<file path="src/rtl/seg7_scan_driver_pkg.sv">
// Shared types and constant patterns for the three-digit seven-segment scan driver.
// Segment patterns are active-low in {g,f,e,d,c,b,a} order.
package seg7_pkg;

    typedef enum logic {
        PH_BLANK = 1'b0,
        PH_ON    = 1'b1
    } phase_t;

    localparam logic [6:0] SEG_0       = 7'b1000000;
    localparam logic [6:0] SEG_1       = 7'b1111001;
    localparam logic [6:0] SEG_2       = 7'b0100100;
    localparam logic [6:0] SEG_3       = 7'b0110000;
    localparam logic [6:0] SEG_4       = 7'b0011001;
    localparam logic [6:0] SEG_5       = 7'b0010010;
    localparam logic [6:0] SEG_6       = 7'b0000010;
    localparam logic [6:0] SEG_7       = 7'b1111000;
    localparam logic [6:0] SEG_8       = 7'b0000000;
    localparam logic [6:0] SEG_9       = 7'b0010000;
    localparam logic [6:0] SEG_DASH    = 7'b0111111;
    localparam logic [6:0] SEG_ALL_OFF = 7'b1111111;

    localparam logic [2:0] AN_ALL_OFF  = 3'b111;

endpackage

</file>
<file path="src/rtl/bcd_to_seg7.sv">
// Combinational BCD nibble to active-low seven-segment pattern.
// Any non-decimal nibble renders as a dash.
module bcd_to_seg7
    import seg7_pkg::*;
(
    input  logic [3:0] nibble,
    output logic [6:0] pattern
);

    always_comb begin
        pattern = SEG_DASH;
        case (nibble)
            4'd0:    pattern = SEG_0;
            4'd1:    pattern = SEG_1;
            4'd2:    pattern = SEG_2;
            4'd3:    pattern = SEG_3;
            4'd4:    pattern = SEG_4;
            4'd5:    pattern = SEG_5;
            4'd6:    pattern = SEG_6;
            4'd7:    pattern = SEG_7;
            4'd8:    pattern = SEG_8;
            4'd9:    pattern = SEG_9;
            default: pattern = SEG_DASH;
        endcase
    end

endmodule

</file>
<file path="src/rtl/seg7_scan_driver.sv">
// Three-digit multiplexed seven-segment driver with frame-synchronous value update,
// per-slot dead time, leading-zero blanking and registered anode/segment outputs.
module seg7_scan_driver
    import seg7_pkg::*;
#(
    parameter int CLK_DIV   = 50000,
    parameter int BLANK_CYC = 16
) (
    input  logic        clk,
    input  logic        rst_n,
    input  logic [11:0] bcd_in,
    input  logic        load,
    input  logic        lzb_en,
    output logic        ready,
    output logic [2:0]  an,
    output logic [6:0]  seg
);

    localparam int CW = $clog2(CLK_DIV);
    localparam logic [CW-1:0] BLANK_LAST = CW'(BLANK_CYC - 1);
    localparam logic [CW-1:0] ON_LAST    = CW'(CLK_DIV - BLANK_CYC - 1);

    phase_t      phase;
    logic [CW-1:0] cnt;
    logic [1:0]  idx;
    logic [11:0] shown;
    logic [11:0] pending;
    logic        pend_v;

    logic        cnt_last;
    logic        frame_end;
    logic        accept;
    logic [3:0]  nibble;
    logic [6:0]  pattern;
    logic        blank_digit;
    logic [2:0]  an_next;
    logic [6:0]  seg_next;

    assign cnt_last  = (phase == PH_BLANK) ? (cnt == BLANK_LAST) : (cnt == ON_LAST);
    assign frame_end = (phase == PH_ON) && cnt_last && (idx == 2'd2);
    assign accept    = load && ready;

    always_ff @(posedge clk or negedge rst_n) begin
        if (!rst_n) begin
            phase   <= PH_BLANK;
            cnt     <= '0;
            idx     <= 2'd0;
            shown   <= 12'h000;
            pending <= 12'h000;
            pend_v  <= 1'b0;
            ready   <= 1'b1;
        end else begin
            if (cnt_last) begin
                cnt <= '0;
                if (phase == PH_BLANK) begin
                    phase <= PH_ON;
                end else begin
                    phase <= PH_BLANK;
                    idx   <= (idx == 2'd2) ? 2'd0 : idx + 2'd1;
                end
            end else begin
                cnt <= cnt + 1'b1;
            end

            // A load accepted on the boundary edge targets the next frame, not this one.
            if (frame_end && pend_v) begin
                shown  <= pending;
                pend_v <= 1'b0;
                ready  <= 1'b1;
            end
            if (accept) begin
                pending <= bcd_in;
                pend_v  <= 1'b1;
                ready   <= 1'b0;
            end
        end
    end

    always_comb begin
        nibble = shown[3:0];
        case (idx)
            2'd0:    nibble = shown[3:0];
            2'd1:    nibble = shown[7:4];
            default: nibble = shown[11:8];
        endcase
    end

    bcd_to_seg7 u_dec (
        .nibble  (nibble),
        .pattern (pattern)
    );

    // Non-decimal nibbles are nonzero, so they stop the zero run on their own.
    always_comb begin
        blank_digit = 1'b0;
        if (lzb_en) begin
            case (idx)
                2'd2:    blank_digit = (shown[11:8] == 4'd0);
                2'd1:    blank_digit = (shown[11:8] == 4'd0) && (shown[7:4] == 4'd0);
                default: blank_digit = 1'b0;
            endcase
        end
    end

    always_comb begin
        an_next  = AN_ALL_OFF;
        seg_next = SEG_ALL_OFF;
        if (phase == PH_ON && !blank_digit) begin
            seg_next = pattern;
            case (idx)
                2'd0:    an_next = 3'b110;
                2'd1:    an_next = 3'b101;
                default: an_next = 3'b011;
            endcase
        end
    end

    always_ff @(posedge clk or negedge rst_n) begin
        if (!rst_n) begin
            an  <= AN_ALL_OFF;
            seg <= SEG_ALL_OFF;
        end else begin
            an  <= an_next;
            seg <= seg_next;
        end
    end

endmodule
</file>
<file path="config.mk">
export PLATFORM = sky130hd
export DESIGN_NAME = seg7_scan_driver
export DESIGN_NICKNAME = d
export VERILOG_FILES = /design/src/rtl/seg7_scan_driver_pkg.sv /design/src/rtl/bcd_to_seg7.sv /design/src/rtl/seg7_scan_driver.sv
export SDC_FILE = /design/constraint.sdc
export NUM_CORES = 1
export LEC_CHECK = 0
export ABC_CLOCK_PERIOD_IN_PS = 2600
export CAP_MARGIN = 20
export CELL_PAD_IN_SITES_DETAIL_PLACEMENT = 1
export CELL_PAD_IN_SITES_GLOBAL_PLACEMENT = 1
export CORE_MARGIN = 2
export CORE_UTILIZATION = 45
export DETAILED_ROUTE_END_ITERATION = 10
export PLACE_DENSITY_LB_ADDON = 0.12
export SETUP_SLACK_MARGIN = 0.5
export SYNTH_ARGS = -nofsm -noshare
export SYNTH_HDL_FRONTEND = slang
export SYNTH_SLANG_ARGS = --single-unit
</file>
<file path="constraint.sdc">
create_clock -name clk -period 2.6 [get_ports clk]
set_input_delay 0.52 -clock clk [delete_from_list [all_inputs] [get_ports clk]]
set_output_delay 0.52 -clock clk [all_outputs]
set_load 0.005 [all_outputs]
</file>
==> summary.md, run 1 <==
| Metric | Value |
|---|---|
| Status | `completed` |
| H-tree Lvls | `2` |
| Crit path arrival time | `2.42 ns` |
| # rows | `26` |
| Io pins | `27` |
| Clock-pin slew of the registers on the worst-case setup and hold paths | `0.09 ns` |
| Die Y | `between 70 and 80 um` |
| R2R depth | `5` |
| Period minus WS final | `roughly 2.2 ns` |
| Slew headroom | `between 50 and 60%` |
| P_leak | `0.001409 uW` |
| Clock share of power | `39.6%` |
| Vias post-DR | `1784` |
| Starting Density | `47.52%` |
| Routed len/inst | `19.16 um` |
| Largest family of logic cells by synthesized area | `multiplexers` |
| Nets | `267` |
| Synthesized-area fraction occupied by adder cells | `around 4.6%` |
| Input/output buffers | `26` |
| Layout cells sized above 1 | `28.81%` |
| First-pass GRT wire length | `roughly 10000 um` |
| Die ar. | `6106 um2` |
| Comb pwr share | `~2.8%` |
| DRT iter0 DRCs | `59` |
| Gpl congestion | `0.8051` |
| Gr ovfl total | `0` |
| Routed WL | `5997 um` |
| Die X-Extent | `78.14 um` |
| Largest area contributor in the netlist | `dfrtp_1` |
| Seq cells post-synth | `between 50 and 60` |
| Post-synth EDFFs | `0` |
| CP endpoint kind | `flip-flop` |
| CTS Buf Count | `5` |
| Unrepaired setup endpoints after global routing | `true` |
| Non-filler instance count after layout | `313` |
| Post-route DRC violation count | `0` |
| Deepest clock path buffer count | `2` |
| Largest stage delay, worst path | `about 0.53 ns` |
| Post-DP HPWL | `4054 um` |
| Vias in the first global route | `1933` |
| All-layer global routing usage | `21.03%` |
| Worst VDD drop | `347.6 uV` |
| Max Freq | `449.0 MHz` |
| CP required | `2.80 ns` |
| Final Cycle Share | `85.67%` |
| Transition time of the tightest slew-check pin | `0.7036 ns` |
| Switching share of power | `19.96%` |
| Setup TNS | `0 ns` |
| Clock Tree Root | `clkbuf_8` |
| Antenna diode count | `0` |
| CP cell instances | `or4_4, or4_4, nor3_4, buf_4, mux2_2` |
| Via-to-Cell Ratio | `5.700` |
| Mux cell area share after synthesis | `between 10% and 20%` |
| Clock skew | `0.004683 ns` |
| Final setup fails | `0` |
| Power Density | `487.9 nW/um2` |
| Post-synthesis compound-gate area fraction | `9.155%` |
| Worst Path Max Fanout | `6` |
| Max-cap check violation count | `0` |
| Slew Viols, Final | `0` |
| Number of clock sinks | `55` |
| Area contributors post-synth | `dfrtp_1 (45%), mux2_2 (12%), dfstp_2 (12%), ha_1 (4.6%), xor2_1 (2.5%)` |
| Synth warn | `0` |
| Sequential share of the synthesized area | `between 50% and 60%` |
| Ys async rst share | `100.0%` |
| Final core occ | `58.46%` |
| Final ANT Viol Nets | `0` |
| NetSw | `296.3 uW` |
| Syn Nets | `about 230` |
| Int Pwr | `~1200 uW` |
| Post-Synth XOR/XNOR Area | `4.249%` |
| Slowest library cell on the worst path | `or4_4` |
| Yosys top cell area share | `44.51%` |
| CP Launch Type | `flip-flop` |
| Synth cell types | `37` |
| DRT Pass-1 Iters | `4` |
| Placed cells | `300` |
| Cell mode on critical path | `or4_4` |
| Worst-Skew Late Latency | `roughly 0.31 ns` |
| CTS tree | `yes` |
| Worst reg2reg startpoint | `cnt[6]$_DFF_PN0_` |
| R2r setup slk | `0.37 ns` |
| Cell count after synthesis | `201` |
| Syn-to-layout area delta | `23.01%` |
| Sequential power share | `57.6%` |
| Worst Setup Path Type | `reg2reg` |
| Hold crit path type | `in2async` |
| R2R Path End | `shown[2]$_DFFE_PN0P_` |
| Hold_ws | `0.2442 ns` |
| Syn avg cell area | `12.31 um2` |
| Final hold vios | `0` |
| Initial antenna violation count | `0` |
| Core area | `between 5000 and 6000 um2` |
| Top FF cell, synth | `dfrtp_1` |
| Synthesized area | `2474 um2` |
| Simple-gate share of the synthesized area | `11.68%` |
| Largest net degree at the start of global routing | `34` |
how the worst max path moves through the flow:
stage / start / to / slack, ns / cells past startpoint
after global routing: cnt[8]$_DFF_PN0_ / shown[2]$_DFFE_PN0P_ / 0.32 / 5
after detailed placement: cnt[6]$_DFF_PN0_ / shown[7]$_DFFE_PN0P_ / 0.24 / 5
after floorplan: cnt[6]$_DFF_PN0_ / shown[10]$_DFFE_PN0P_ / 0.38 / 6
final: cnt[6]$_DFF_PN0_ / shown[2]$_DFFE_PN0P_ / 0.37 / 5
after global placement: cnt[6]$_DFF_PN0_ / shown[7]$_DFFE_PN0P_ / 0.31 / 5
after CTS: cnt[6]$_DFF_PN0_ / shown[7]$_DFFE_PN0P_ / 0.39 / 5
cells by family (layout without fill, tap and decap cells):
group,after synthesis,in the layout
xor gates and xnor gates,12,12
buffers and inverters,10,52
muxes,27,27
AOI/OAI and AO/OA,33,33
DFF,55,55
and+or+nand+nor,55,55
adders and majority gates,9,9
cell type report:
class                   count  area (um2)
clock buffers               6       82.58
inverters                   7       26.28
flip-flops and latches     55        1390
repair buffers             37       341.6
clock inverters             2       35.03
fillers                   541        2162
multi-input cells         136        1080
well taps                  70       87.58
Yosys cell counts (all sizes together) (2+ instances only):
cell / instances
xnor2: 5
nor3: 5
nand3: 7
a211oi: 2
o21ai: 6
dfrtp: 44
inv: 7
a21o: 5
ha: 9
nor2: 13
nor4: 4
xor2: 7
nand2: 11
buf: 3
nand4: 6
mux2: 27
a22o: 4
o2111ai: 2
a21oi: 8
dfstp: 11
or4: 4
through the flow:
| stage | power, uW | setup slack (ns) | cell area (um2) |
|---|---|---|---|
| floorplan | 872.5 | 0.3794 | 2474 |
| global placement | 913.0 | 0.3129 | 2841 |
| detailed placement | 914.8 | 0.2417 | 2841 |
| CTS | 1499 | 0.3887 | 3010 |
| global route | 1536 | 0.3228 | 3043 |
| finish | 1485 | 0.3727 | 3043 |
power by group through the flow:
stage               Combinational, uW  Clock, uW  Sequential, uW
floorplan                       0.457          0             872
global placement                 41.2          0             872
detailed placement               43.0          0             872
CTS                              43.3        600             856
global route                     46.4        634             856
finish                           41.1        588             856
critical path, delay by kind of cell (launching register included):
family	cells	cell delay, ns
mux	1	0.34
buf+inv	1	0.19
flops	1	0.39
simple gates	3	1.18
metal layers:
metal | vias to the layer above | routed length [um] | track usage [%]
met5 | - | 0 | 0
met2 | 39 | 3268 | 36.90
li1 | 811 | - | -
met4 | 0 | 147 | 8.421
met3 | 13 | 167 | 3.793
met1 | 921 | 2413 | 25.66
placed cells by master (no fill, tap or decap), types with 3 or more instances in the layout:
master           synthesis  routed
dfrtp_1                 44      44
clkdlybuf4s50_1          0      25
mux2_2                  27      24
nor2_1                  13      12
nand2_1                 11      11
dfstp_2                 11      11
buf_4                    0      10
nand3_1                  7       7
xor2_1                   7       7
ha_1                     9       7
inv_1                    7       6
a21oi_1                  7       6
o21ai_0                  6       6
nand4_1                  6       6
clkbuf_8                 0       6
xnor2_1                  5       5
a22o_1                   4       4
nor4_1                   4       4
a21o_1                   5       4
nor3_1                   4       4
mux2_4                   0       3
sequential cells by signal, summed over array words and instances, names as in the netlist:
| signal | count |
|---|---|
| cnt | 16 |
| pending | 12 |
| shown | 12 |
| seg | 7 |
| an | 3 |
| idx | 2 |
| pend_v | 1 |
| phase | 1 |
| ready | 1 |
what timing repair did:
item / in CTS / in global routing
pin swaps: 1 / 1
setup buffers: 2 / 2
cloned: 1 / 0
resized for setup: 8 / 7
setup endpoints to repair: 30 / 31
hold buffers: 0 / 0
(Power assumes the default switching activity.)
==> run 2: changes to the inputs <==
--- a/config.mk
+++ b/config.mk
@@ -9,11 +9,13 @@
 export CAP_MARGIN = 20
 export CELL_PAD_IN_SITES_DETAIL_PLACEMENT = 1
 export CELL_PAD_IN_SITES_GLOBAL_PLACEMENT = 1
-export CORE_MARGIN = 2
+export CORE_MARGIN = 1.5
 export CORE_UTILIZATION = 45
 export DETAILED_ROUTE_END_ITERATION = 10
 export PLACE_DENSITY_LB_ADDON = 0.12
 export SETUP_SLACK_MARGIN = 0.5
+export SLEW_MARGIN = 10
 export SYNTH_ARGS = -nofsm -noshare
 export SYNTH_HDL_FRONTEND = slang
+export SYNTH_HIERARCHICAL = 1
 export SYNTH_SLANG_ARGS = --single-unit
==> run 2 against run 1 <==
Via count rose by 4.9%. Critical path type unchanged. Sequential power about the same. Die area increased by 1.2%. Global-route usage down 1.9 points.
==> summary.md, run 2 <==
| Metric | Value |
|---|---|
| Starting Density | `a little under half` |
| Area after DPL | `about 2900 um2` |
| Routed len/inst | `16.54 um` |
| Non-filler instance count after layout | `350` |
| Power Density | `421.0 nW/um2` |
| Syn-to-layout area delta | `30.56%` |
| Vias in the first global route | `1850` |
| Synthesized-area fraction occupied by adder cells | `5.353%` |
| Clock-pin slew of the registers on the worst-case setup and hold paths | `0.12 ns` |
| Met1 GRT Util | `25.83%` |
| Area of the multi-input gates | `1292 um2` |
| Initial antenna violation count | `0` |
| Synth cell types | `34` |
| Regs by FF count | `cnt (16), pending (12), shown (12)` |
| Core area | `5507 um2` |
| Final hold vios | `0` |
| R2r setup slk | `0.38 ns` |
| CTS Buf Count | `5` |
| R2R depth | `5` |
| Reg with most FFs | `cnt` |
| FILL cells | `roughly 590` |
| Post-synth EDFFs | `0` |
| Status | `completed` |
| DRT iter0 DRCs | `55` |
| Simple-gate share of the synthesized area | `between 10% and 20%` |
| Hold-fix buffers, CTS | `0` |
| Worst reg2reg startpoint | `cnt[7]$_DFF_PN0_` |
| Largest net degree at the start of global routing | `32` |
| Seq cells post-synth | `55` |
| CP cell instances | `or4_4, or4_4, nor3_4, buf_6, mux2_4` |
| Buffers & Inverters on Critical Path | `1` |
| Slew headroom | `51.51%` |
| CP endpoint kind | `flip-flop` |
| Gpl congestion | `0.7783` |
| Pwr Total | `1413 uW` |
| Syn avg cell area | `11.33 um2` |
| # rows | `27` |
| Max-cap check violation count | `0` |
| Final setup fails | `0` |
| Gr ovfl total | `0` |
| Top FF cell, synth | `dfrtp_1` |
| Largest family of logic cells by synthesized area | `simple AND/OR/NAND/NOR gates` |
| DRT Pass-1 Iters | `4` |
| Design area | `3357 um2` |
| Setup TNS | `0 ns` |
| Via-to-Cell Ratio | `5.349` |
| Mux cell area share after synthesis | `10.95%` |
| Number of clock sinks | `55` |
| Worst Setup Path Type | `reg2reg` |
| Clock Tree Root | `clkbuf_8` |
| First-pass GRT wire length | `about 9100 um` |
| Yosys top cell area share | `42.82%` |
| Cell count after synthesis | `227` |
| CTS tree | `yes` |
| Most common cell after layout, fill and taps aside | `dfrtp_1` |
| All-layer global routing usage | `approximately a fifth` |
| Sequential share of the synthesized area | `54.06%` |
| Slew Viols, Final | `0` |
| Most common cell in the netlist | `dfrtp_1` |
| Nets | `304` |
| H-tree Lvls | `2` |
| Die ar. | `6176 um2` |
| Largest stage delay, worst path | `0.54 ns` |
| Io pins | `27` |
| Worst-Skew Late Latency | `0.32 ns` |
| Max reg flops | `16` |
| Antenna diode count | `0` |
| Cell mode on critical path | `or4_4` |
| Hold crit path type | `in2async` |
| Met2 usage | `32.59%` |
| Syn Nets | `between 200 and 300` |
| P_leak | `between 0.0015 and 0.002 uW` |
| Die Y | `78.59 um` |
| CP Launch Type | `flip-flop` |
| Deepest clock path buffer count | `2` |
| R2R Path End | `shown[11]$_DFFE_PN0P_` |
| Worst path top cell family by delay | `simple AND/OR/NAND/NOR gates` |
| Worst VDD drop | `294.3 uV` |
| Hold_ws | `0.2491 ns` |
| Post-Synth XOR/XNOR Area | `around 4.8%` |
| Worst Path Max Fanout | `7` |
| Ys async rst share | `100.0%` |
| Crit path arrival time | `2.42 ns` |
| Sequential Area | `between 1000 and 1500 um2` |
| M3 GR Usage | `2.791%` |
| Unrepaired setup endpoints after global routing | `true` |
| Layout cells sized above 1 | `37.41%` |
| Area contributors post-synth | `dfrtp_1 (43%), dfstp_2 (11%), mux2_2 (11%), ha_1 (5.4%), nor2_1 (3.2%)` |
| Final ANT Viol Nets | `0` |
| Input/output buffers | `26` |
| Transition time of the tightest slew-check pin | `0.7274 ns` |
| Period minus WS final | `2.216 ns` |
| Post-synthesis compound-gate area fraction | `5.061%` |
| Final Cycle Share | `85.24%` |
| Die X-Extent | `78.59 um` |
| Placed cells | `323` |
| Max Freq | `451.2 MHz` |
| Synth cell count leaders | `dfrtp_1 (44), mux2_2 (25), nor2_1 (22), nand2_1 (20)` |
| Most frequent cells in the layout | `dfrtp_1 (44), clkdlybuf4s50_1 (25), nor2_1 (20), buf_4 (19), nand2_1 (15)` |
| Synthesized area | `2571 um2` |
| Routed WL | `5788 um` |
| Synth warn | `6` |
| Most Crowded Layer GR | `met2` |
| Slowest library cell on the worst path | `or4_4` |
| CP required | `2.80 ns` |
| Clock skew | `0.01348 ns` |
| Largest area contributor in the netlist | `dfrtp_1` |
| Vias post-DR | `1872` |
| Post-DP HPWL | `3619 um` |
| Post-route DRC violation count | `0` |
-- run 2: cell count changes after synthesis, moves of 4 or more --
cell / change
a21o_1: -5
nor4_1: +4
or2_2: +6
nor2_1: +9
nand2_1: +9
a22o_1: -4
a22oi_1: +4
-- run 2: worst max path at each step --
stage / start / to / slack, ns / depth (start not counted)
2_1_floorplan: cnt[7]$_DFF_PN0_ / shown[10]$_DFFE_PN0P_ / 0.36 / 6
3_3_place_gp: idx[0]$_DFFE_PN0P_ / seg[0]$_DFF_PN1_ / 0.30 / 11
3_5_place_dp: cnt[6]$_DFF_PN0_ / shown[11]$_DFFE_PN0P_ / 0.26 / 5
4_1_cts: cnt[7]$_DFF_PN0_ / shown[11]$_DFFE_PN0P_ / 0.38 / 5
5_1_grt: cnt[7]$_DFF_PN0_ / shown[11]$_DFFE_PN0P_ / 0.32 / 5
6_report: cnt[7]$_DFF_PN0_ / shown[11]$_DFFE_PN0P_ / 0.38 / 5
-- run 2: per-layer routing --
layer / routed length, um / part of all wire [%] / vias up
li1: - / - / 879
met1: 2667 / 46 / 956
met2: 2945 / 51 / 31
met3: 127 / 2.2 / 6
met4: 48 / 0.83 / 0
met5: 0 / 0 / -
-- run 2: power breakdown --
| part | switching, uW | total, uW | internal, uW |
|---|---|---|---|
| Clock | 311 | 516 | 206 |
| Sequential | 0 | 856 | 856 |
| Combinational | 20.2 | 41.1 | 20.9 |
| Total | 331 | 1410 | 1080 |
-- run 2: final cells by class --
| type | instances | share of cell area [%] |
|---|---|---|
| Inverter | 9 | 1.230 |
| Clock inverter | 3 | 0.9318 |
| Clock buffer | 5 | 2.050 |
| Sequential cell | 55 | 41.41 |
| Tap cell | 72 | 2.684 |
| Timing Repair Buffer | 49 | 13.19 |
| Multi-Input combinational cell | 157 | 38.50 |
-- run 2: repair_timing --
item                                    4_1_cts  5_1_grt
endpoints found under the setup margin       29       28
buffers inserted                              8       10
pin swaps                                     4       16
gates resized for setup                      26       28
cloned                                        1        0
-- run 2: logic make-up (layout without fill, tap and decap cells) --
group                    after synthesis  in the layout
AO/OA/AOI/OAI                         21             21
adder cells (fa/ha/maj)               11             11
multiplexers                          25             25
buffers and inverters                 15             66
flip-flops                            55             55
XOR/XNOR                              14             14
AND/OR/NAND/NOR                       86             86
-- run 2: per-stage QoR --
stage / setup slack [ns] / utilization, %
floorplan: 0.3591 / -
global placement: 0.3038 / 52.83
detailed placement: 0.2577 / 52.83
CTS: 0.3794 / 57.53
global route: 0.3178 / 60.96
finish: 0.3837 / 60.96
==> run 3: changes to the inputs <==
--- a/config.mk
+++ b/config.mk
@@ -5,7 +5,7 @@
 export SDC_FILE = /design/constraint.sdc
 export NUM_CORES = 1
 export LEC_CHECK = 0
-export ABC_CLOCK_PERIOD_IN_PS = 2600
+export ABC_CLOCK_PERIOD_IN_PS = 2340
 export CAP_MARGIN = 20
 export CELL_PAD_IN_SITES_DETAIL_PLACEMENT = 1
 export CELL_PAD_IN_SITES_GLOBAL_PLACEMENT = 1
==> constraint.sdc (replaced) <==
create_clock -name clk -period 2.34 [get_ports clk]
set_input_delay 0.468 -clock clk [delete_from_list [all_inputs] [get_ports clk]]
set_output_delay 0.468 -clock clk [all_outputs]
set_load 0.005 [all_outputs]
==> run 3 against run 2 <==
Clock skew is 0.0080 ns lower. Final cell count increased by 2.3%. Count of clock-buffer cells in the layout unchanged. Sequential share of layout area fell by 1.6 points. Worst hold slack worse by 0.093 ns. Maximum frequency up 3.0%. Combinational power rose by 14%. Sequential cell count unchanged. Routed wire length increased by 8.6%. Via count up 1.8%. Largest cell class unchanged. Highest routed layer unchanged.
==> summary.md, run 3 (synthesis gave the netlist of run 2 again) <==
| Metric | Value |
|---|---|
| # rows | `27` |
| Die ar. | `approximately 6200 um2` |
| Unrepaired setup endpoints after global routing | `true` |
| Vias post-DR | `~1.9k` |
| CP endpoint kind | `flip-flop` |
| Final hold vios | `0` |
| Setup TNS | `0 ns` |
| First-pass GRT wire length | `9887 um` |
| Max Freq | `approximately 460 MHz` |
| CTS Buf Count | `5` |
| Area after DPL | `3025 um2` |
| P_leak | `0.001610 uW` |
| R2R Path End | `shown[5]$_DFFE_PN0P_` |
| Worst setup path endpoint | `shown[5]$_DFFE_PN0P_` |
| Routed len/inst | `17.56 um` |
| Clock Tree Root | `clkbuf_8` |
| Post-route DRC violation count | `0` |
| Gr ovfl total | `0` |
| Reg with most FFs | `cnt` |
| Most common cell after layout, fill and taps aside | `dfrtp_1` |
| Input/output buffers | `26` |
| Max reg flops | `16` |
| Crit path arrival time | `2.36 ns` |
| Nets | `312` |
| Io pins | `27` |
| CP cell instances | `or4_4, or4_4, nor3_4, buf_12, mux2_2` |
| Final ANT Viol Nets | `0` |
| Routed WL | `6286 um` |
| Final Cycle Share | `91.99%` |
| Die X-Extent | `78.59 um` |
| Worst path top cell family by delay | `simple AND/OR/NAND/NOR gates` |
| R2r setup slk | `0.19 ns` |
| Status | `completed` |
| Gpl congestion | `0.8326` |
| Transition time of the tightest slew-check pin | `~0.62 ns` |
| R2R depth | `5` |
| Placed cells | `324` |
| Regs by FF count | `cnt (16), pending (12), shown (12)` |
| Core area | `5507 um2` |
| Clock skew | `0.005518 ns` |
| Slew headroom | `58.93%` |
| Clock-pin slew of the registers on the worst-case setup and hold paths | `0.10 ns` |
| Most frequent cells in the layout | `dfrtp_1 (43), mux2_2 (25), clkdlybuf4s50_1 (23), buf_4 (22), nor2_1 (20)` |
| Number of clock sinks | `55` |
| Initial antenna violation count | `0` |
| Worst-Skew Late Latency | `approximately 0.31 ns` |
| Period minus WS final | `2.153 ns` |
| Largest stage delay, worst path | `around 0.53 ns` |
| Slew Viols, Final | `0` |
| Slowest library cell on the worst path | `or4_4` |
| Worst VDD drop | `roughly 260 uV` |
| DP Worst Slack | `0.1247 ns` |
| All-layer global routing usage | `approximately a fifth` |
| Critical path startpoint | `cnt[7]$_DFF_PN0_` |
| Worst Setup Path Type | `reg2reg` |
| Buffers & Inverters on Critical Path | `1` |
| Worst reg2reg startpoint | `cnt[7]$_DFF_PN0_` |
| Cell mode on critical path | `or4_4` |
| Worst Path Max Fanout | `13` |
| DRT Pass-1 Iters | `5` |
| CP Launch Type | `flip-flop` |
| Power Density | `between 400 and 500 nW/um2` |
| CTS tree | `yes` |
| Die Y | `78.59 um` |
| Vias in the first global route | `2007` |
| Non-filler instance count after layout | `358` |
| DRT iter0 DRCs | `70` |
| Post-DP HPWL | `~3600 um` |
| Final setup fails | `0` |
| Worst path depth | `5` |
| Deepest clock path buffer count | `2` |
| Design area | `3492 um2` |
| Hold crit path type | `in2async` |
| Starting Density | `between 40% and 50%` |
| Layout cells sized above 1 | `42.66%` |
| Final WS setup | `0.1873 ns` |
| Largest net degree at the start of global routing | `30` |
| H-tree Lvls | `2` |
| Max-cap check violation count | `0` |
| Antenna diode count | `0` |
| Final core occ | `63.42%` |
| CP required | `2.54 ns` |
| Via-to-Cell Ratio | `5.321` |
| Syn-to-layout area delta | `35.82%` |
[run 3: cell count changes in the layout (fill, tap and decap cells not counted), moves of 4 or more]
cell,previous run,this run
mux2_2,13,25
mux2_4,12,0
o21ai_0,5,0
or2_2,5,1
or2_4,3,7
[run 3: final cells by class]
class	count	area (um2)
clock buffers	5	68.82
multi-input cells	159	1329
clock inverters	3	47.55
well taps	72	90.09
inverters	9	43.79
fillers	559	2014
flip-flops and latches	55	1391
repair buffers	55	521.8
[run 3: worst min path at each step]
stage	from	to	depth (start not counted)	slack, ns
6_report	rst_n	pending[10]$_DFFE_PN0P_	1	0.16
3_5_place_dp	cnt[11]$_DFF_PN0_	cnt[11]$_DFF_PN0_	1	0.48
3_3_place_gp	cnt[7]$_DFF_PN0_	cnt[7]$_DFF_PN0_	1	0.47
5_1_grt	rst_n	pending[9]$_DFFE_PN0P_	1	0.19
4_1_cts	rst_n	pending[8]$_DFFE_PN0P_	1	0.17
2_1_floorplan	rst_n	cnt[0]$_DFF_PN0_	0	0.17
[run 3: routing by layer]
metal	wire length [um]	vias to the layer above	GRT usage, %
met3	121	11	3.837
met5	0	-	0
li1	-	894	-
met4	131	0	4.286
met2	3392	28	36.90
met1	2640	972	26.02
[run 3: where the power goes]
group	switching [uW]	internal, uW	total, uW
registers	0	951	951
logic	22.3	24.4	46.7
clock network	325	325	650
total	347	1300	1650
[run 3: metrics by stage]
stage          hold WS (ns)  power, uW
2_1_floorplan        0.1724      969.4
3_3_place_gp         0.4726       1016
3_5_place_dp         0.4804       1017
4_1_cts              0.1733       1664
5_1_grt              0.1947       1704
6_report             0.1563       1647
[run 3: timing repair]
| action | CTS | global route |
|---|---|---|
| cloned | 1 | 2 |
| pin swaps | 14 | 13 |
| endpoints found under the setup margin | 36 | 37 |
| gates resized for setup | 19 | 29 |
| buffers inserted | 16 | 7 |
| hold buffers | 0 | 0 |
| hold endpoints to repair | 0 | 0 |
